## src/rtl/kan_tda_bist_sequencer.sv

```systemverilog
// BIST sequencer for the KAN/TDA compute array: LFSR stimulus over a valid/ready
// handshake, MISR response compaction, per-vector watchdog and golden compare.
module kan_tda_bist_sequencer #(
    parameter int          DATA_WIDTH     = 16,
    parameter int          NUM_LANES      = 4,
    parameter int          TIMEOUT_CYCLES = 1024,
    parameter logic [31:0] LFSR_SEED      = 32'h0000ACE1
) (
    input  logic                            sys_clk,
    input  logic                            por_rst_n,
    input  logic                            bist_start,
    input  logic                            bist_abort,
    input  logic [15:0]                     cfg_num_vectors,
    input  logic [31:0]                     cfg_golden_sig,
    output logic [NUM_LANES*DATA_WIDTH-1:0] stim_data,
    output logic                            stim_valid,
    input  logic                            stim_ready,
    input  logic [NUM_LANES*DATA_WIDTH-1:0] resp_data,
    input  logic                            resp_valid,
    output logic                            bist_busy,
    output logic                            bist_done,
    output logic                            bist_pass,
    output logic                            bist_timeout,
    output logic                            bist_spurious,
    output logic [15:0]                     vec_count,
    output logic [31:0]                     signature
);

    localparam int BUS_W = NUM_LANES * DATA_WIDTH;
    localparam int WD_W  = $clog2(TIMEOUT_CYCLES);
    localparam logic [WD_W-1:0] WD_LAST = WD_W'(TIMEOUT_CYCLES - 1);

    localparam logic [2:0] ST_IDLE  = 3'd0;
    localparam logic [2:0] ST_SEED  = 3'd1;
    localparam logic [2:0] ST_DRIVE = 3'd2;
    localparam logic [2:0] ST_WAIT  = 3'd3;
    localparam logic [2:0] ST_CHECK = 3'd4;
    localparam logic [2:0] ST_DONE  = 3'd5;

    function automatic logic [31:0] lfsr_step(input logic [31:0] cur);
        lfsr_step = cur[0] ? ((cur >> 1) ^ 32'h80200003) : (cur >> 1);
    endfunction

    function automatic logic [31:0] misr_step(input logic [31:0] sig, input logic [31:0] f);
        misr_step = {sig[30:0], 1'b0} ^ (sig[31] ? 32'h04C11DB7 : 32'h00000000) ^ f;
    endfunction

    function automatic logic [31:0] fold_lanes(input logic [BUS_W-1:0] d);
        logic [31:0] acc;
        acc = 32'h00000000;
        for (int k = 0; k < NUM_LANES; k++) begin
            acc = acc ^ 32'(d[k*DATA_WIDTH +: DATA_WIDTH]);
        end
        fold_lanes = acc;
    endfunction

    logic [2:0]       state_r;
    logic [2:0]       state_nxt_s;
    logic [31:0]      lfsr_r;
    logic [WD_W-1:0]  wd_cnt_r;
    logic [BUS_W-1:0] lanes_s;
    logic             last_vec_s;

    assign last_vec_s = (({1'b0, vec_count} + 17'd1) == {1'b0, cfg_num_vectors});

    // Lane k is the low LFSR slice with the lane index folded in.
    always_comb begin
        lanes_s = '0;
        for (int k = 0; k < NUM_LANES; k++) begin
            lanes_s[k*DATA_WIDTH +: DATA_WIDTH] = lfsr_r[DATA_WIDTH-1:0] ^ DATA_WIDTH'(k);
        end
    end

    // Stimulus bus reads zero whenever no vector is being offered.
    assign stim_data = stim_valid ? lanes_s : {BUS_W{1'b0}};

    // Next-state selection; abort overrides everything, including start.
    always_comb begin
        state_nxt_s = state_r;
        if (bist_abort) begin
            state_nxt_s = ST_IDLE;
        end else begin
            case (state_r)
                ST_IDLE:  if (bist_start) state_nxt_s = ST_SEED; else state_nxt_s = ST_IDLE;
                ST_SEED:  if (cfg_num_vectors == 16'd0) state_nxt_s = ST_CHECK; else state_nxt_s = ST_DRIVE;
                ST_DRIVE: if (stim_ready) state_nxt_s = ST_WAIT; else state_nxt_s = ST_DRIVE;
                ST_WAIT: begin
                    if (resp_valid) begin
                        if (last_vec_s) state_nxt_s = ST_CHECK; else state_nxt_s = ST_DRIVE;
                    end else if (wd_cnt_r == WD_LAST) begin
                        state_nxt_s = ST_CHECK;
                    end else begin
                        state_nxt_s = ST_WAIT;
                    end
                end
                ST_CHECK: state_nxt_s = ST_DONE;
                ST_DONE:  if (bist_start) state_nxt_s = ST_SEED; else state_nxt_s = ST_DONE;
                default:  state_nxt_s = ST_IDLE;
            endcase
        end
    end

    // State, decoded status flops, LFSR, MISR, watchdog and sticky flags.
    always_ff @(posedge sys_clk or negedge por_rst_n) begin
        if (!por_rst_n) begin
            state_r       <= ST_IDLE;
            stim_valid    <= 1'b0;
            bist_busy     <= 1'b0;
            bist_done     <= 1'b0;
            bist_pass     <= 1'b0;
            bist_timeout  <= 1'b0;
            bist_spurious <= 1'b0;
            vec_count     <= 16'h0000;
            signature     <= 32'hFFFFFFFF;
            lfsr_r        <= LFSR_SEED;
            wd_cnt_r      <= '0;
        end else begin
            state_r    <= state_nxt_s;
            stim_valid <= (state_nxt_s == ST_DRIVE);
            bist_busy  <= (state_nxt_s == ST_SEED) || (state_nxt_s == ST_DRIVE) ||
                          (state_nxt_s == ST_WAIT);
            bist_done  <= (state_nxt_s == ST_DONE);
            if (bist_abort) begin
                // Counters, signature and sticky flags stay frozen for debug.
                bist_pass <= 1'b0;
                wd_cnt_r  <= '0;
            end else begin
                case (state_r)
                    ST_SEED: begin
                        lfsr_r        <= LFSR_SEED;
                        signature     <= 32'hFFFFFFFF;
                        vec_count     <= 16'h0000;
                        bist_timeout  <= 1'b0;
                        bist_pass     <= 1'b0;
                        bist_spurious <= resp_valid;
                        wd_cnt_r      <= '0;
                    end
                    ST_DRIVE: begin
                        wd_cnt_r <= '0;
                        if (stim_ready) lfsr_r <= lfsr_step(lfsr_r);
                        if (resp_valid) bist_spurious <= 1'b1;
                    end
                    ST_WAIT: begin
                        if (resp_valid) begin
                            signature <= misr_step(signature, fold_lanes(resp_data));
                            if (vec_count != 16'hFFFF) vec_count <= vec_count + 16'd1;
                            wd_cnt_r  <= '0;
                        end else if (wd_cnt_r == WD_LAST) begin
                            bist_timeout <= 1'b1;
                        end else begin
                            wd_cnt_r <= wd_cnt_r + {{(WD_W-1){1'b0}}, 1'b1};
                        end
                    end
                    ST_CHECK: begin
                        bist_pass <= (signature == cfg_golden_sig) && !bist_timeout && !bist_spurious;
                        if (resp_valid) bist_spurious <= 1'b1;
                    end
                    default: begin
                        wd_cnt_r <= '0;
                    end
                endcase
            end
        end
    end

endmodule

```

## config.mk

```make
export PLATFORM = sky130hd
export DESIGN_NAME = kan_tda_bist_sequencer
export DESIGN_NICKNAME = d
export VERILOG_FILES = /design/src/rtl/kan_tda_bist_sequencer.sv
export SDC_FILE = /design/constraint.sdc
export NUM_CORES = 1
export LEC_CHECK = 0
export CAP_MARGIN = 30
export CORE_MARGIN = 8
export CORE_UTILIZATION = 30
export CTS_CLUSTER_DIAMETER = 120
export DETAILED_ROUTE_END_ITERATION = 6
export GPL_TIMING_DRIVEN = 0
export SYNTH_ARGS = -nofsm -noshare
export SYNTH_HDL_FRONTEND = slang
export SYNTH_SLANG_ARGS = --single-unit
```

## constraint.sdc

```tcl
create_clock -name sys_clk -period 5.86 [get_ports sys_clk]
set_input_delay 1.758 -clock sys_clk [delete_from_list [all_inputs] [get_ports sys_clk]]
set_output_delay 1.758 -clock sys_clk [all_outputs]
set_load 0.01 [all_outputs]
```

==> results.yml <==
synth:
  synth_flop_cell: "dfrtp_1"
  synthCells: 764
  synth.distinct_cells: 58
  synth_fp_nets: 884
  synth_edf_count: 0
  syn-cell-area_um2: 6660
  synth.ff_latch_count: 99
  yosysWarnings: 0
  seq_area_frac_synth_pct: 38.0
  async_flop_share_pct: 100
  synth_area_per_cell_um2: 8.71
clocking:
  cts_buffer_depth: 2
  clockRootBuffer: "clkbuf_16"
  cts-buffers-inserted: 9
  htree_levels: 3
  hold_buffers: 0
  cts.repair.resized: 0
  clk_pin_slew_ns: 0.07
  cts_tree: "done"
  cts_sinks: 99
  post_cts.repair.setup_buffers: 0
  clock_latency_ns: 0.36
sta:
  rsz0062_at_grt: "no"
  clock_skew_ns: 0.0143
  slew_viol_final: 0
  fmax_mhz: 254
  final.setup.tns_ns: 0
  worstMarginPinSlew_ns: 0.925
  hold_violations: 0
  hold_slack_ns: 0.480
  worst_slack_ns: 1.93
  setup_violations: 0
  period_share_pct: 67.1
  period_minus_slack_ns: 3.93
  maxSlewHeadroom_pct: 37.5
pwr:
  finalPower_w: 0.00210
  power_density_nw_per_um2: 216
  p_int_w: 0.00149
  pwr-share-comb_pct: 27.7
  pwr-share-clk_pct: 30.6
  vdd_drop_max_mv: 0.140
  swShare_pct: 29.0
  p_switching_w: 0.000607
  power_frac_seq_pct: 41.6
  power_leakage_nw: 3.76
setup_path:
  cp.arrival_ns: 4.17
  worstPathRequired_ns: 6.10
  slowest_stage: "clkdlybuf4s50_1"
  end_kind: "register"
  crit_chain: "clkdlybuf4s50_1, nor4_1, nand4_1, o31ai_1, or3_1, buf_2, buf_6, o21ai_0, a21o_1"
  path_delay_family: "buffers and inverters"
  worst_setup_path_start_kind: "primary input"
  crit_buf_inv: 3
  crit_type: "primary input to register"
  critPathMaxFanout: 10
  slowest_delay_ns: 0.47
finish:
  area_growth_pct: 45.9
  regArea_um2: 2530
  multiInputGateArea_um2: 3560
  nFillCells: 2180
  insertedDiodeCount: 0
  drive_gt1_share_pct: 13.2
  layoutNonFillerInstCount: 1296
  final_nets: 1131
die:
  die_width_um: 165
  fp-row-count: 54
  start_util_pct: 30.5
  core_um2: 21800
  ios: 236
  die_area_um2: 27200
  die_h_um: 165
global_routing:
  grt_use_total_pct: 15.4
  grt_pass1_wl_um: 33000
  grt_antenna_before_repair: 0
  overflow: 0
  grt_start_max_net_pins: 51
  grt_pass1_vias: 6126
min_path:
  holdCritPathClass: "register to register"
drt:
  viasPerCell: 4.78
  vias: 6199
  routed_wl_um: 21500
  drtAntennaViolNets: 0
  first_pass_iters: 5
  wl_per_cell_um: 16.6
  drtIter0Drc: 320
  drc: 0
placement:
  gp_congestion: 0.897
  placed_cells: 1280
  port_buffers: 234
  dpl.hpwl_um: 17300
  place_worst_setup_slack_ns: 1.61
status:
  status: "complete, no violations"
job:
  maxCapViolations: 0
[power by group through the flow]
stage / registers, W / clock network [W] / logic, W
floorplan: 0.000876 / 0 / 0.000287
global placement: 0.000885 / 0 / 0.000578
detailed placement: 0.000888 / 0 / 0.000589
CTS: 0.000876 / 0.000660 / 0.000591
global route: 0.000885 / 0.000688 / 0.000639
finish: 0.000872 / 0.000642 / 0.000582
[path summary, 6_finish.rpt]
| kind | start | to | slack (ns) | cells after the start |
|---|---|---|---|---|
| max in group asynchronous | por_rst_n | signature[0] | 4.14 | 2 |
| hold reg to reg | lfsr_r[21] | lfsr_r[21] | 0.48 | 2 |
| hold / removal | lfsr_r[21] | lfsr_r[21] | 0.48 | 2 |
| setup / recovery | cfg_num_vectors[8] | vec_count[14] | 1.93 | 9 |
| setup reg to reg | vec_count[0] | bist_done | 3.08 | 7 |
| min in group asynchronous | por_rst_n | vec_count[3] | 1.40 | 2 |
[metrics by stage]
stage | utilization [%] | instance area (um^2)
6_report | 44.5 | 9710
5_1_grt | 44.5 | 9710
4_1_cts | 44.5 | 9710
3_5_place_dp | 43.1 | 9400
3_3_place_gp | 42.8 | 9350
2_1_floorplan | - | 6660
[layer usage]
| metal | vias up | wire (um) | GRT usage, % |
|---|---|---|---|
| met3 | 26 | 2100 | 4.86 |
| li1 | 3054 | - | - |
| met1 | 2886 | 8980 | 19.1 |
| met2 | 233 | 9950 | 24.7 |
| met4 | 0 | 433 | 5.49 |
| met5 | - | 0 | 0 |
[final cells by class]
type,instances,share of cell area [%]
multi-input combinational,569,36.6
tap,280,3.61
clock inverter,4,0.786
clock buffer,12,2.43
timing repair buffer,236,24.7
sequential,99,26.0
inverter,9,0.348
buffer,87,5.53
[registers in the layout (all words and copies together) (netlist names)]
signal	flops
wd_cnt_r	10
state_r	3
bist_timeout	1
stim_valid	1
bist_pass	1
bist_done	1
vec_count	16
signature	32
bist_spurious	1
lfsr_r	32
bist_busy	1
[cell usage after synthesis (all sizes together), types with 2 or more instances]
cell     instances  share of area (%)
or3              8               0.75
dfstp           40                 16
o21ba            2               0.30
a21oi           22                1.7
a31o             3               0.39
nand3b           3               0.34
o31ai            6               0.68
a22o             5               0.66
clkbuf          27                1.5
xor2            32                4.2
dfrtp           59                 22
nor2b            7               0.66
nor3            16                1.2
nand4           14                1.3
buf             60                6.5
mux2             2               0.34
and3             8               0.75
nand2b           5               0.58
a21o             6               0.68
or2              3               0.28
nor3b            2               0.30
o2111ai          2               0.26
nand2           82                4.6
a211oi           3               0.34
nor4            19                2.2
a31oi           19                1.8
o21ai           66                5.0
mux2i            4               0.60
and4             4               0.56
and2            19                1.8
nand3           16                1.4
inv              9               0.51
ha               2               0.38
xnor2          106                 14
nor2            73                4.1
[worst reg2reg max path, stage by stage, from the launching register on]
cell       delay [ns]
dfrtp_1          0.52
ha_1             0.31
nand3_2          0.21
nor4_4           0.48
xnor2_1          0.17
o2111ai_1        0.16
nor4_2           0.56
o21ba_1          0.29
[placed cells by master, fill, tap and decap left out, types with 9 or more instances in the layout]
cell type        count
nand4_1             14
nand3_1             14
clkdlybuf4s50_1    233
buf_4               50
xor2_1              32
a31oi_1             19
a21oi_1             22
nor2_1              73
dfstp_2             40
nor3_1              16
nor4_1              16
nand2_1             82
xnor2_1            106
clkbuf_16            9
dfrtp_1             59
o21ai_0             62
clkbuf_1            29
and2_1              19
[cell families (layout without fill, tap and decap cells)]
logic type                 count (synthesis)  count (layout)  share of synthesized area (%)
adders and majority gates                  2               2                          0.376
DFF                                       99              99                           38.0
AOI/OAI and AO/OA                        140             140                           12.6
muxes                                      6               6                          0.940
and+or+nand+nor                          283             283                           21.4
xor gates and xnor gates                 138             138                           18.2
buffers and inverters                     96             348                           8.57
Power figures use the tool's default switching activity.
